--- src/rtl/cavlc_level_dec.sv ---
// -----------------------------------------------------------------------------
// cavlc_level_dec
//
// Purpose:
//   Decodes CAVLC coefficient levels for one H.264 4x4/2x2 residual block.
//   It is started with TotalCoeff/TrailingOnes from the coeff_token stage.
//   It first reads the trailing-one sign bits. It then reads a level_prefix
//   and an optional level_suffix for each remaining coefficient, and adapts
//   suffixLength after each such level. Signed levels are emitted in
//   bitstream order.
//
// Ports:
//   Clk, nReset            clock, asynchronous active-low reset
//   Start                  one-cycle block start (ignored while Busy)
//   TotalCoeff[CW]         coefficients in the block, sampled on Start
//   TrailingOnes[2]        trailing +/-1 count, sampled on Start
//   Window[WIN_W]          next stream bits, MSB is the next bit
//   WinValid               Window holds at least WIN_W valid bits
//   ShiftEn / ShiftBits    combinational consume request. The source drops
//                          ShiftBits bits at the same clock edge.
//   LevelOut[LEVEL_W]      signed level
//   WrReq / LevelReady     level handshake (see below)
//   BlockDone              one-cycle pulse, block complete
//   Error                  one-cycle pulse, block rejected or aborted
//   Busy                   decoder not idle
//   DbgState[3]            current FSM state, for checkers
//
// Handshake: WrReq is a valid flag. Once raised, it and LevelOut stay
//   unchanged until a cycle with WrReq & LevelReady, which is the single
//   transfer cycle for that level. WrReq never waits on LevelReady.
//
// Build option:
//   CAVLC_LEVEL_SAT_EN  When defined, levels outside +/-(2^(LEVEL_W-1)-1)
//                       saturate to that bound. When not defined, levels
//                       keep only their low LEVEL_W bits (two's-complement
//                       wrap).
// -----------------------------------------------------------------------------
module cavlc_level_dec #(
  parameter int WIN_W     = 16,
  parameter int LEVEL_W   = 13,
  parameter int MAX_COEFF = 16,
  localparam int CW       = $clog2(MAX_COEFF + 1),
  localparam int SBW      = $clog2(WIN_W + 1)
) (
  input  logic               Clk,
  input  logic               nReset,
  input  logic               Start,
  input  logic [CW-1:0]      TotalCoeff,
  input  logic [1:0]         TrailingOnes,
  input  logic [WIN_W-1:0]   Window,
  input  logic               WinValid,
  output logic               ShiftEn,
  output logic [SBW-1:0]     ShiftBits,
  output logic [LEVEL_W-1:0] LevelOut,
  output logic               WrReq,
  input  logic               LevelReady,
  output logic               BlockDone,
  output logic               Error,
  output logic               Busy,
  output logic [2:0]         DbgState
);

  // Full-width signed level. It is wide enough for the 14-bit level math
  // and for LEVEL_W.
  localparam int FW = (LEVEL_W > 15) ? LEVEL_W : 15;
  localparam logic signed [FW-1:0] LVL_MAX = FW'((longint'(1) << (LEVEL_W - 1)) - 1);
  localparam logic signed [FW-1:0] LVL_MIN = -LVL_MAX;

  typedef enum logic [2:0] {
    IDLE   = 3'd0,
    T1     = 3'd1,
    PREFIX = 3'd2,
    SUFFIX = 3'd3,
    OUT    = 3'd4,
    DONE   = 3'd5
  } stateT;

  stateT        state, stateNext;
  logic [CW-1:0] tcReg, tcNext;
  logic [1:0]   t1Reg, t1Next;
  logic [CW-1:0] idx, idxNext;
  logic [2:0]   sufLen, sufLenNext;
  logic [3:0]   prefixReg, prefixNext;
  logic [3:0]   sufSize, sufSizeNext;
  logic [LEVEL_W-1:0] levelNext;
  logic         wrReqNext;
  logic         errNext;

  // ---------------------------------------------------------------------------
  // Bit-window decode
  // ---------------------------------------------------------------------------
  logic [15:0]      top16;
  logic [4:0]       lz;
  logic             allZero;
  logic [3:0]       prefixSufSize;
  logic [WIN_W-1:0] winShift;
  logic [11:0]      sufVal;

  assign top16   = Window[WIN_W-1 -: 16];
  assign allZero = (top16 == 16'd0);

  // Leading-zero count. The scan goes from the LSB, so the highest set bit
  // is the last one to write lz and decides the result.
  always_comb begin
    lz = 5'd16;
    for (int i = 0; i < 16; i++) begin
      if (top16[i]) lz = 5'(15 - i);
    end
  end

  // Prefix 14 with suffixLength 0 uses a 4-bit escape suffix. Prefix 15
  // always uses 12 bits.
  always_comb begin
    if (lz == 5'd14 && sufLen == 3'd0)  prefixSufSize = 4'd4;
    else if (lz == 5'd15)               prefixSufSize = 4'd12;
    else                                prefixSufSize = {1'b0, sufLen};
  end

  // level_suffix is the top sufSize bits of the window, read in SUFFIX.
  assign winShift = Window >> (WIN_W - int'(sufSize));
  assign sufVal   = winShift[11:0];

  // ---------------------------------------------------------------------------
  // Level arithmetic
  // ---------------------------------------------------------------------------
  logic [3:0]             pfx;
  logic [11:0]            sfx;
  logic [13:0]            levelCode;
  logic [13:0]            levelMag;
  logic signed [FW-1:0]   levelFull;
  logic [LEVEL_W-1:0]     levelNarrow;
  logic [LEVEL_W-1:0]     t1Level;
  logic [2:0]             sl1;
  logic [13:0]            thr;
  logic [2:0]             sufLenUpd;

  always_comb begin
    // In PREFIX the level is finished with no suffix bits. In SUFFIX the
    // stored prefix is combined with the suffix bits now in the window.
    pfx = (state == SUFFIX) ? prefixReg : lz[3:0];
    sfx = (state == SUFFIX) ? sufVal : 12'd0;
    levelCode = (14'(pfx) << sufLen) + 14'(sfx);
    if (pfx == 4'd15 && sufLen == 3'd0) levelCode = levelCode + 14'd15;
    // The first non-T1 level cannot be +/-1 when fewer than 3 trailing ones
    // were coded, so its code is offset by 2.
    if (idx == CW'(t1Reg) && t1Reg != 2'd3) levelCode = levelCode + 14'd2;
    levelMag  = levelCode[0] ? ((levelCode + 14'd1) >> 1) : ((levelCode + 14'd2) >> 1);
    levelFull = levelCode[0] ? -$signed(FW'(levelMag)) : $signed(FW'(levelMag));
`ifdef CAVLC_LEVEL_SAT_EN
    if (levelFull > LVL_MAX)      levelNarrow = LVL_MAX[LEVEL_W-1:0];
    else if (levelFull < LVL_MIN) levelNarrow = LVL_MIN[LEVEL_W-1:0];
    else                          levelNarrow = levelFull[LEVEL_W-1:0];
`else
    levelNarrow = levelFull[LEVEL_W-1:0];
`endif
    // Adaptation uses the full-width magnitude, not the narrowed output.
    sl1       = (sufLen == 3'd0) ? 3'd1 : sufLen;
    thr       = 14'd3 << (sl1 - 3'd1);
    sufLenUpd = (levelMag > thr && sl1 < 3'd6) ? sl1 + 3'd1 : sl1;
    t1Level   = Window[WIN_W-1] ? '1 : LEVEL_W'(1);
  end

  // ---------------------------------------------------------------------------
  // Consume request (combinational, one request per cycle)
  // ---------------------------------------------------------------------------
  always_comb begin
    ShiftEn   = 1'b0;
    ShiftBits = '0;
    if (WinValid) begin
      case (state)
        T1: begin
          ShiftEn   = 1'b1;
          ShiftBits = SBW'(1);
        end
        PREFIX: begin
          if (!allZero) begin
            ShiftEn   = 1'b1;
            ShiftBits = SBW'(lz) + SBW'(1);
          end
        end
        SUFFIX: begin
          ShiftEn   = 1'b1;
          ShiftBits = SBW'(sufSize);
        end
        default: ;
      endcase
    end
  end

  // ---------------------------------------------------------------------------
  // FSM next state
  // ---------------------------------------------------------------------------
  always_comb begin
    stateNext   = state;
    tcNext      = tcReg;
    t1Next      = t1Reg;
    idxNext     = idx;
    sufLenNext  = sufLen;
    prefixNext  = prefixReg;
    sufSizeNext = sufSize;
    levelNext   = LevelOut;
    wrReqNext   = WrReq;
    errNext     = 1'b0;
    case (state)
      IDLE: begin
        if (Start) begin
          if (int'(TotalCoeff) > MAX_COEFF || int'(TrailingOnes) > int'(TotalCoeff)) begin
            errNext = 1'b1;
          end else if (TotalCoeff == '0) begin
            stateNext = DONE;
          end else begin
            tcNext     = TotalCoeff;
            t1Next     = TrailingOnes;
            idxNext    = '0;
            sufLenNext = (int'(TotalCoeff) > 10 && TrailingOnes != 2'd3) ? 3'd1 : 3'd0;
            stateNext  = (TrailingOnes != 2'd0) ? T1 : PREFIX;
          end
        end
      end
      T1: begin
        if (WinValid) begin
          levelNext = t1Level;
          wrReqNext = 1'b1;
          stateNext = OUT;
        end
      end
      PREFIX: begin
        if (WinValid) begin
          if (allZero) begin
            errNext   = 1'b1;
            stateNext = IDLE;
          end else begin
            prefixNext  = lz[3:0];
            sufSizeNext = prefixSufSize;
            if (prefixSufSize == 4'd0) begin
              levelNext  = levelNarrow;
              sufLenNext = sufLenUpd;
              wrReqNext  = 1'b1;
              stateNext  = OUT;
            end else begin
              stateNext = SUFFIX;
            end
          end
        end
      end
      SUFFIX: begin
        if (WinValid) begin
          levelNext  = levelNarrow;
          sufLenNext = sufLenUpd;
          wrReqNext  = 1'b1;
          stateNext  = OUT;
        end
      end
      OUT: begin
        if (LevelReady) begin
          wrReqNext = 1'b0;
          idxNext   = idx + CW'(1);
          if (idx + CW'(1) == tcReg)            stateNext = DONE;
          else if (idx + CW'(1) < CW'(t1Reg))   stateNext = T1;
          else                                  stateNext = PREFIX;
        end
      end
      DONE: begin
        stateNext = IDLE;
      end
      default: begin
        stateNext = IDLE;
      end
    endcase
  end

  // ---------------------------------------------------------------------------
  // State and registered outputs
  // ---------------------------------------------------------------------------
  always_ff @(posedge Clk or negedge nReset) begin
    if (!nReset) begin
      state     <= IDLE;
      tcReg     <= '0;
      t1Reg     <= '0;
      idx       <= '0;
      sufLen    <= '0;
      prefixReg <= '0;
      sufSize   <= '0;
      LevelOut  <= '0;
      WrReq     <= 1'b0;
      BlockDone <= 1'b0;
      Error     <= 1'b0;
      Busy      <= 1'b0;
    end else begin
      state     <= stateNext;
      tcReg     <= tcNext;
      t1Reg     <= t1Next;
      idx       <= idxNext;
      sufLen    <= sufLenNext;
      prefixReg <= prefixNext;
      sufSize   <= sufSizeNext;
      LevelOut  <= levelNext;
      WrReq     <= wrReqNext;
      BlockDone <= (stateNext == DONE);
      Error     <= errNext;
      Busy      <= (stateNext != IDLE);
    end
  end

  assign DbgState = state;

endmodule

--- config.mk ---
export PLATFORM = sky130hd
export DESIGN_NAME = cavlc_level_dec
export DESIGN_NICKNAME = d
export VERILOG_FILES = /design/src/rtl/cavlc_level_dec.sv
export SDC_FILE = /design/constraint.sdc
export NUM_CORES = 1
export LEC_CHECK = 0
export CAP_MARGIN = 10
export CORE_AREA = 2 2 121 111
export DETAILED_ROUTE_END_ITERATION = 10
export DIE_AREA = 0 0 123 113
export PLACE_DENSITY = 0.68
export SYNTH_ARGS = -nofsm -noshare
export SYNTH_HDL_FRONTEND = slang
export SYNTH_SLANG_ARGS = --single-unit
--- constraint.sdc ---
create_clock -name Clk -period 9.95 [get_ports Clk]
set_clock_uncertainty 0.05 [all_clocks]
set_input_delay 1.99 -clock Clk [delete_from_list [all_inputs] [get_ports Clk]]
set_output_delay 1.99 -clock Clk [all_outputs]
set_load 0.02 [all_outputs]
==> results.txt, run 1 <==
----------------------------------------------------
[Routing]
  ANT nets after route ... 0
  Overall routed net length ... 17900 microns
  Total number of vias ... 6107
  DRC violations left ... 0
  Number of violations reported at the end of detailed-routing iteration 0 ... about 480
  Via density per instance ... about 6.2
  Average wire length per cell after detail routing ... between 15 and 20 microns
  DRT Pass-1 Iters ... 5

[GRT]
  Total routing resource utilization after global routing ... 26.2%
  Global route overflow ... 0
  Initial antenna violation count ... 0
  Number of global-route vias before repair ... 5941
  Largest net degree at the start of global routing ... 44
  First-pass GRT wire length ... 29600 microns

[STA]
  Post-layout worst setup margin ... 517 ps
  Fin crit period ... 9430 ps
  Hold slack ... 437 ps
  Final max-slew violation count ... 0
  Max_slew headroom ... 31.7%
  Final hold violations ... 0
  Maximum clock rate ... roughly 0.11 GHz
  Final period utilization ... 94.8%
  Transition at the pin with the smallest max-transition slack ... between 1000 and 1500 ps
  Setup violations, final ... 0
  Setup TNS ... 0 ps
  Unrepaired setup endpoints after global routing ... no

[Floorplan]
  Rows ... 39
  Vert. Die Dim ... between 100 and 150 microns
  Floorplan Core Area ... roughly 13000 sq um
  Number of top-level pins ... between 50 and 60
  Die Area ... between 10000 and 15000 sq um
  Die width ... 123 microns
  Starting density of the core ... a little under half

[Worst hold path]
  Hold Crit Start ... prefixReg[2]
  Worst hold endpoint ... prefixReg[2]
  Hold Path Stages ... 2
  Worst Hold Class ... reg2reg

[Power]
  Power density normalized to cell area ... about 360 nW/um^2
  Leakage power total ... roughly 2.7 nW
  Post-layout power ... 2.42 mW
  Max VDD drop ... 0.246 mV

[Logic synthesis]
  Netlist Area Pre-Place ... 5960 sq um
  Count of distinct cell types in the synthesized netlist ... 88
  Mean instance size in the synthesized netlist ... 7.65 sq um
  Synth Register Bits ... 43
  Number of synthesized flops with an enable pin ... 0
  Dominant register cell in the synthesized netlist ... dfrtp_1
  Warning count from the yosys run ... 0
  Gate Count Post-Synth ... 779
  Sequential-to-total area share from yosys stat ... 18.1%
  Net count after synthesis ... ~840
  Fraction of registers with async set/reset ... 100%

[Clock network]
  Clock Root Buffer ... clkbuf_16
  Buffers from clock root to sink, at most ... 2
  CTS clock-pin slew for the worst setup and hold paths ... 70 ps
  CTS tree ... built
  Post-CTS Setup Repair Bufs ... 0
  Clock latency on the worst-skew pair ... just under 300 ps
  Total number of H-tree levels ... 2
  CTS Buf Count ... 5
  Clock net sink count ... 43

[Place]
  Placed insts ... 971
  Post-detailed-placement cell area ... 6620 sq um
  Routability-driven placement congestion ratio ... 0.931
  Worst setup timing slack at the placement stage ... between 200 and 250 ps
  Final HPWL from detailed placement ... 14100 microns
  Number of input and output port buffers inserted ... 53

[Setup path]
  R2r setup slk ... 1500 ps
  Worst path slowest cell ... clkdlybuf4s50_1
  Type of destination of the critical path ... flip-flop
  Maximum cell stage delay along the critical path ... 660 ps
  Origin of the critical flop-to-flop path ... sufSize[0]
  Capturing point of the worst reg2reg path ... sufLen[1]
  Required @ worst endpoint ... between 10000 and 15000 ps
  Depth of the most critical reg-to-reg path ... 27
  Largest fanout on the critical path ... 8
  Setup CP Type ... in2reg
  Startpoint types ... primary input
  Worst path arrival time ... 9520 ps

[Final layout]
  Final design instance area without fill ... approximately 6800 sq um
  Fraction of final layout cells with drive strength greater than 1 ... under 10%
  Antenna diode count ... 0
  Final core utilization ... a little over half
  Area growth syn-to-layout ... 14.3%
  Number of nets in the layout ... 879
  Final std cells w/o fill ... 979

[Run status]
  Result of the run ... completed

[Flow run]
  Maximum Capacitance Violations ... 0

----------------------------------------------------
layout make-up:
| cell class | instances | area, sq um |
|---|---|---|
| sequential | 43 | 1080 |
| tap | 164 | 205 |
| clock inverter | 2 | 38.8 |
| multi-input combinational | 668 | 4630 |
| fill | 1268 | 5780 |
| clock buffer | 6 | 139 |
| timing repair buffer | 62 | 593 |
| inverter | 34 | 128 |
per-layer routing:
metal / GRT usage, % / part of all wire, % / wire length, microns / up-vias
li1: - / - / - / 2972
met1: 37.3 / 48 / 8520 / 2927
met2: 41.7 / 45 / 8110 / 176
met3: 2.12 / 4.4 / 780 / 32
met4: 8.86 / 2.8 / 493 / 0
met5: 0 / 0 / 0 / -
how the worst max path moves through the flow:
stage	start	end	slack, ps	cells past startpoint
2_1_floorplan	Window[12]	sufLen[1]	1320	30
3_3_place_gp	Window[7]	sufLen[1]	170	35
3_5_place_dp	Window[10]	sufLen[2]	240	29
4_1_cts	Window[7]	sufLen[1]	510	29
5_1_grt	Window[10]	sufLen[2]	20	29
6_report	Window[10]	sufLen[1]	520	29
worst max-delay path: cells and delay by family:
kind,cells,cell delay [ps]
AO/OA/AOI/OAI,13,2810
XOR/XNOR,3,1140
adder cells (fa/ha/maj),3,1160
buffers and inverters,3,960
multiplexers,1,290
AND/OR/NAND/NOR,6,1160
sequential cells by signal, summed over array words and instances (netlist names):
name       flops
Busy           1
sufSize        4
sufLen         3
t1Reg          2
prefixReg      4
tcReg          5
LevelOut      13
BlockDone      1
DbgState       3
Error          1
WrReq          1
idx            5
cells in the mapped netlist, types with 10 or more instances:
| cell type | n | area [sq um] |
|---|---|---|
| nand2_1 | 77 | 289 |
| and2_1 | 11 | 68.8 |
| a211oi_1 | 13 | 97.6 |
| a31oi_1 | 12 | 75.1 |
| mux2i_1 | 18 | 180 |
| o21ai_0 | 49 | 245 |
| ha_1 | 36 | 450 |
| nor2_1 | 75 | 282 |
| nand3_1 | 17 | 85.1 |
| mux2_2 | 15 | 169 |
| nor2b_1 | 10 | 62.6 |
| or2_2 | 12 | 75.1 |
| a21oi_1 | 50 | 250 |
| clkbuf_1 | 31 | 116 |
| dfrtp_1 | 43 | 1080 |
| xnor2_1 | 33 | 289 |
| o21a_1 | 12 | 90.1 |
| o31ai_1 | 10 | 75.1 |
| nor3_1 | 27 | 135 |
| inv_1 | 34 | 128 |
| xor2_1 | 18 | 158 |
timing repair:
| item | in CTS | in global routing |
|---|---|---|
| setup endpoints to repair | 0 | 3 |
| gates resized for setup | 0 | 4 |
| hold buffers | 0 | 0 |
power breakdown:
| group | switching, mW | internal [mW] |
|---|---|---|
| clock network | 0.0720 | 0.126 |
| registers | 0.0913 | 0.244 |
| logic | 1.10 | 0.789 |
cell families after synthesis:
kind of cell    synth area share, %
mux                            7.22
buf+inv                        4.53
fa+ha+maj                      7.89
compound gates                 27.6
xor+xnor                       8.25
simple gates                   26.4
flops                          18.1
cells in the final DEF (no fill, tap or decap), drive strengths merged, types with 7 or more instances in the layout:
| cell | instances |
|---|---|
| nand2 | 77 |
| nor2 | 76 |
| clkdlybuf4s50 | 52 |
| a21oi | 52 |
| o21ai | 50 |
| dfrtp | 43 |
| ha | 36 |
| inv | 35 |
| xnor2 | 33 |
| nor3 | 27 |
| mux2i | 19 |
| xor2 | 18 |
| nand3 | 18 |
| mux2 | 15 |
| a211oi | 15 |
| or2 | 14 |
| a31oi | 12 |
| o21a | 12 |
| and2 | 12 |
| nor2b | 10 |
| o31ai | 10 |
| buf | 10 |
| nor4 | 9 |
| nand2b | 8 |
| and3 | 8 |
| nand4 | 8 |
| a311oi | 8 |
| nand4b | 7 |
| a21o | 7 |
| or3 | 7 |
| o211ai | 7 |
(Power assumes the default switching activity.)
==> run 2: changes to the inputs <==
--- a/config.mk
+++ b/config.mk
@@ -5,11 +5,12 @@
 export SDC_FILE = /design/constraint.sdc
 export NUM_CORES = 1
 export LEC_CHECK = 0
-export CAP_MARGIN = 10
+export CAP_MARGIN = 20
 export CORE_AREA = 2 2 121 111
 export DETAILED_ROUTE_END_ITERATION = 10
 export DIE_AREA = 0 0 123 113
 export PLACE_DENSITY = 0.68
+export REMOVE_ABC_BUFFERS = 1
 export SYNTH_ARGS = -nofsm -noshare
 export SYNTH_HDL_FRONTEND = slang
 export SYNTH_SLANG_ARGS = --single-unit
==> constraint.sdc (replaced) <==
create_clock -name Clk -period 11.3 [get_ports Clk]
set_clock_uncertainty 0.05 [all_clocks]
set_input_delay 2.26 -clock Clk [delete_from_list [all_inputs] [get_ports Clk]]
set_output_delay 2.26 -clock Clk [all_outputs]
set_load 0.02 [all_outputs]
==> results.txt, run 2 (synthesis results as in run 1) <==
----------------------------------------------------
[Floorplan]
  Die Area ... 13900 sq um
  Starting density of the core ... 47.3%
  Floorplan Core Area ... 12600 sq um
  Die width ... ~120 microns
  Rows ... 39
  Vert. Die Dim ... approximately 110 microns
  Number of top-level pins ... 54

[Routing]
  Average wire length per cell after detail routing ... 17.9 microns
  Overall routed net length ... approximately 17000 microns
  DRT Pass-1 Iters ... 7
  Via density per instance ... 6.32
  ANT nets after route ... 0
  Total number of vias ... 6158
  DRC violations left ... 0
  Number of violations reported at the end of detailed-routing iteration 0 ... 550

[Place]
  Final HPWL from detailed placement ... 13900 microns
  Routability-driven placement congestion ratio ... between 0.9 and 1
  Worst setup timing slack at the placement stage ... 1280 ps
  Placed insts ... between 900 and 1000
  Number of input and output port buffers inserted ... 53

[Power]
  Switching share of power ... 52.0%
  Post-layout power ... between 2 and 2.5 mW
  Total net switching power ... 1.11 mW
  Power density normalized to cell area ... between 300 and 400 nW/um^2
  Leakage power total ... 2.65 nW
  Power share of the clock group ... 9.1%
  Comb pwr share ... 77.0%
  Sequential fraction of design power ... between 10% and 20%
  Max VDD drop ... 0.168 mV
  Internal power ... 1.03 mW

[Clock network]
  Clock net sink count ... 43
  Post-CTS Setup Repair Bufs ... 0
  PostCTS Resize Cnt ... 0
  Clock latency on the worst-skew pair ... 300 ps
  CTS Buf Count ... 5
  CTS tree ... built
  Total number of H-tree levels ... 2
  Clock Root Buffer ... clkbuf_16
  # hold bufs at CTS ... 0
  Buffers from clock root to sink, at most ... 2
  CTS clock-pin slew for the worst setup and hold paths ... about 70 ps

[STA]
  Fin crit period ... 9830 ps
  Setup TNS ... 0 ps
  Unrepaired setup endpoints after global routing ... no
  Setup violations, final ... 0
  Post-layout worst setup margin ... 1470 ps
  Max_slew headroom ... a little over 30%
  Final hold violations ... 0
  Transition at the pin with the smallest max-transition slack ... 1040 ps
  Final period utilization ... 87.0%
  Maximum clock rate ... 0.102 GHz
  Final max-slew violation count ... 0

[Setup path]
  Worst path arrival time ... 9990 ps
  Type of destination of the critical path ... flip-flop
  Origin of the critical flop-to-flop path ... sufSize[0]
  Capturing point of the worst reg2reg path ... sufLen[2]
  Setup CP Type ... in2reg
  R2r setup slk ... 2930 ps
  Depth of the most critical reg-to-reg path ... 27
  Largest fanout on the critical path ... 15
  First element of the critical path ... Window[7]
  Required @ worst endpoint ... 11460 ps
  Startpoint types ... primary input
  Critical Path Sink ... sufLen[2]

[Final layout]
  Number of flip-flops under the largest register name ... 13
  Largest regs ... LevelOut x13, idx x5, tcReg x5
  Area growth syn-to-layout ... 14.0%
  Final core utilization ... a little over half
  Antenna diode count ... 0
  Layout filler cell count ... approximately 1200
  Largest Register ... LevelOut
  Number of nets in the layout ... approximately 900
  Most used cells in the layout excluding fill and tap cells ... nand2_1 (77), nor2_1 (75), clkdlybuf4s50_1 (52)
  Fraction of final layout cells with drive strength greater than 1 ... 8.26%
  Most frequent standard cell in the layout excluding fill and tap cells ... nand2_1
  Final std cells w/o fill ... 975

[GRT]
  Total routing resource utilization after global routing ... 25.8%
  Initial antenna violation count ... 0
  Largest net degree at the start of global routing ... 44
  Met3 Use GR ... 4.03%
  Number of global-route vias before repair ... 5936
  First-pass GRT wire length ... just under 30000 microns
  Global route overflow ... 0
  Met1 demand-to-capacity share in global routing ... a little over a third
  Peak-usage layer in the global routing report ... met2
  Met2 Track Usage GR ... 40.6%

[Run status]
  Result of the run ... completed

[Worst hold path]
  Worst Hold Class ... reg2reg
  Hold Crit Start ... LevelOut[1]

[Flow run]
  Maximum Capacitance Violations ... 0

----------------------------------------------------
[run 2: changes by cell type in the layout (fill, tap and decap cells not counted)]
cell and change:
buf_4 -5, bufinv_16 +1, a2111oi_0 +1, a2111oi_2 -1
clkbuf_8 -1, buf_12 +1, inv_6 -1, inv_8 +1
a311oi_2 -1, nor4b_1 +1, nor4b_2 -1, a311oi_1 +1
[run 2: layout make-up]
type | count | area [sq um] | share of cell area (%)
tap | 164 | 205 | 3.02
multi-input combinational | 668 | 4610 | 67.9
clock inverter | 3 | 71.3 | 1.05
sequential | 43 | 1080 | 15.8
timing repair buffer | 58 | 576 | 8.47
inverter | 34 | 128 | 1.88
clock buffer | 5 | 125 | 1.84
[run 2: worst max-delay path: stages]
cell             delay [ps]
clkdlybuf4s50_1         600
inv_1                    70
a2111oi_0               440
a311oi_1                240
a21oi_2                 460
inv_1                   370
ha_1                    340
fa_1                    590
inv_1                    60
ha_1                    270
xnor3_1                 350
a2111oi_1               370
buf_4                   210
o21ai_0                 160
nor3_1                  200
a2bb2o_1                320
xnor2_1                 410
and4b_1                 310
xnor2_1                 340
ha_1                    310
o21a_1                  100
o21ai_0                 140
nand2b_1                 70
a21oi_1                 150
o21bai_1                100
a211oi_2                390
o31ai_1                 110
a22oi_1                 220
[run 2: power groups by stage]
stage,Combinational (mW),Sequential [mW],Clock [mW]
detailed placement,1.61,0.297,0
global placement,1.59,0.294,0
global route,1.82,0.306,0.205
floorplan,1.18,0.313,0
CTS,1.62,0.295,0.199
finish,1.65,0.296,0.195
[run 2: routing by layer]
| metal | vias to the layer above | wire length [microns] |
|---|---|---|
| li1 | 2963 | - |
| met1 | 2941 | 8360 |
| met2 | 223 | 7720 |
| met3 | 31 | 1090 |
| met4 | 0 | 325 |
| met5 | - | 0 |
[run 2: how the worst min path moves through the flow]
| stage | slack (ps) | endpoint | depth (start not counted) |
|---|---|---|---|
| 2_1_floorplan | 400 | prefixReg[0] | 2 |
| 3_5_place_dp | 440 | LevelOut[1] | 2 |
| 5_1_grt | 470 | LevelOut[1] | 2 |
| 3_3_place_gp | 420 | prefixReg[0] | 2 |
| 6_report | 440 | LevelOut[1] | 2 |
| 4_1_cts | 450 | LevelOut[4] | 2 |
[run 2: through the flow]
step / hold WS [ps] / area, sq um
detailed placement: 436 / 6580
global placement: 421 / 6580
finish: 443 / 6800
CTS: 452 / 6780
global route: 470 / 6800
floorplan: 400 / 5820
==> run 3: changes to the inputs <==
--- a/config.mk
+++ b/config.mk
@@ -6,10 +6,9 @@
 export NUM_CORES = 1
 export LEC_CHECK = 0
 export CAP_MARGIN = 20
-export CORE_AREA = 2 2 121 111
+export CORE_AREA = 2 2 125 115
 export DETAILED_ROUTE_END_ITERATION = 10
-export DIE_AREA = 0 0 123 113
-export PLACE_DENSITY = 0.68
+export DIE_AREA = 0 0 127 117
 export REMOVE_ABC_BUFFERS = 1
 export SYNTH_ARGS = -nofsm -noshare
 export SYNTH_HDL_FRONTEND = slang
==> results.txt, run 3 (synthesis results as in run 1) <==
----------------------------------------------------
[Final layout]
  Area growth syn-to-layout ... 14.0%
  Most frequent standard cell in the layout excluding fill and tap cells ... nand2_1
  Most used cells in the layout excluding fill and tap cells ... nand2_1 (77), nor2_1 (75), clkdlybuf4s50_1 (52)
  Largest Register ... LevelOut
  Number of flip-flops under the largest register name ... 13
  Largest regs ... LevelOut x13, idx x5, tcReg x5
  Number of nets in the layout ... 876
  Fraction of final layout cells with drive strength greater than 1 ... roughly 8.4%
  Antenna diode count ... 0
  Final std cells w/o fill ... 984

[GRT]
  Initial antenna violation count ... 0
  Global route overflow ... 0
  Largest net degree at the start of global routing ... 44
  Total routing resource utilization after global routing ... a little under a quarter
  First-pass GRT wire length ... 28500 microns
  Number of global-route vias before repair ... around 5600

[Routing]
  ANT nets after route ... 0
  WL met3 ... approximately 850 microns
  Overall routed net length ... 17500 microns
  Met2 wire length ... 7790 microns
  Via density per instance ... a little over 6
  Highest routed layer ... met4
  WL met1 ... 8710 microns
  DRC violations left ... 0
  DRT Pass-1 Iters ... 5
  Number of violations reported at the end of detailed-routing iteration 0 ... 467
  Average wire length per cell after detail routing ... 17.8 microns
  Total number of vias ... 6019

[Clock network]
  Buffers from clock root to sink, at most ... 2
  CTS tree ... built
  CTS clock-pin slew for the worst setup and hold paths ... roughly 60 ps
  Clock latency on the worst-skew pair ... 290 ps
  Clock Root Buffer ... clkbuf_16
  Post-CTS Setup Repair Bufs ... 0
  # hold bufs at CTS ... 0
  Clock net sink count ... 43
  PostCTS Resize Cnt ... 0
  CTS Buf Count ... 5
  Total number of H-tree levels ... 2

[Place]
  Routability-driven placement congestion ratio ... approximately 0.93
  Final HPWL from detailed placement ... between 10000 and 15000 microns
  Worst setup timing slack at the placement stage ... 1240 ps
  Number of input and output port buffers inserted ... between 50 and 60
  Placed insts ... ~1000

[STA]
  Setup violations, final ... 0
  Final period utilization ... 86.9%
  Setup TNS ... 0 ps
  Post-layout worst setup margin ... 1480 ps
  Unrepaired setup endpoints after global routing ... no
  Transition at the pin with the smallest max-transition slack ... 894 ps
  Final max-slew violation count ... 0
  Fin crit period ... 9820 ps
  Final hold violations ... 0
  Maximum clock rate ... slightly above 0.1 GHz
  Max_slew headroom ... 39.6%

[Flow run]
  Maximum Capacitance Violations ... 0

[Setup path]
  Worst path arrival time ... 9980 ps
  Depth of the most critical reg-to-reg path ... 28
  Type of destination of the critical path ... flip-flop
  Setup CP Type ... in2reg
  WP buf/inv ... 5
  Largest fanout on the critical path ... 15
  Total number of cells along the worst setup path ... 28
  Maximum cell stage delay along the critical path ... 600 ps
  Startpoint types ... primary input
  Largest delay contributor family on the critical path ... compound AO/OA/AOI/OAI gates
  Required @ worst endpoint ... 11450 ps
  Worst path slowest cell ... fa_1

[Floorplan]
  Vert. Die Dim ... around 120 microns
  Rows ... 41
  Die width ... roughly 130 microns
  Starting density of the core ... 43.7%
  Floorplan Core Area ... between 10000 and 15000 sq um
  Die Area ... 14900 sq um
  Number of top-level pins ... 54

[Power]
  Power density normalized to cell area ... 311 nW/um^2
  Total net switching power ... 1.10 mW
  Internal power ... a little over 1 mW
  Comb pwr share ... around four fifths
  Leakage power total ... around 2.6 nW
  Post-layout power ... roughly 2.1 mW
  Sequential fraction of design power ... 13.3%
  Max VDD drop ... 0.134 mV
  Switching share of power ... 52.2%
  Power share of the clock group ... 8.2%

[Worst hold path]
  Hold Path Stages ... 2
  Worst Hold Class ... reg2reg

[Run status]
  Result of the run ... completed

----------------------------------------------------
## run 3: cell types whose count changed in the layout (fill, tap and decap cells not counted), sizes merged
cell    before  now
clkbuf       5    6
bufinv       2    1
buf          6    7
## run 3: metrics by stage
stage                     hold WS (ps)  area, sq um  utilization [%]
after CTS                          437         6770             49.6
after detailed placement           422         6600             48.3
after global routing               470         6790             49.8
after floorplan                    400         5820                -
final                              432         6790             49.8
after global placement             422         6600             48.3
## run 3: final timing paths
kind | startpoint | endpoint | slack, ps
min in group asynchronous | nReset | WrReq | 1770
min | LevelOut[4] | LevelOut[4] | 430
max reg2reg | sufSize[0] | sufLen[2] | 3440
max in group asynchronous | nReset | sufSize[2] | 8970
min reg2reg | LevelOut[4] | LevelOut[4] | 430
max | Window[7] | sufLen[2] | 1480
## run 3: final cells by class
type	instances	area (sq um)
clock buffer	6	139
clock inverter	2	38.8
fill	1354	6850
inverter	34	128
multi-input combinational	668	4610
sequential	43	1080
tap	172	215
timing repair buffer	59	583
## run 3: tightest hold or removal path: stages (launching register included)
cell and delay (ps):
dfrtp_1 350, nand2_1 50, o31ai_1 50
## run 3: layer usage
layer / track usage [%] / vias up
met5: 0 / -
met4: 2.64 / 0
met3: 3.00 / 10
met2: 38.9 / 173
met1: 33.6 / 2870
li1: - / 2966
## run 3: power by group through the flow
stage	logic [mW]	clock network, mW	registers [mW]
after global placement	1.61	0	0.281
after CTS	1.64	0.175	0.281
after detailed placement	1.63	0	0.283
after floorplan	1.18	0	0.313
final	1.66	0.172	0.281
after global routing	1.84	0.182	0.291
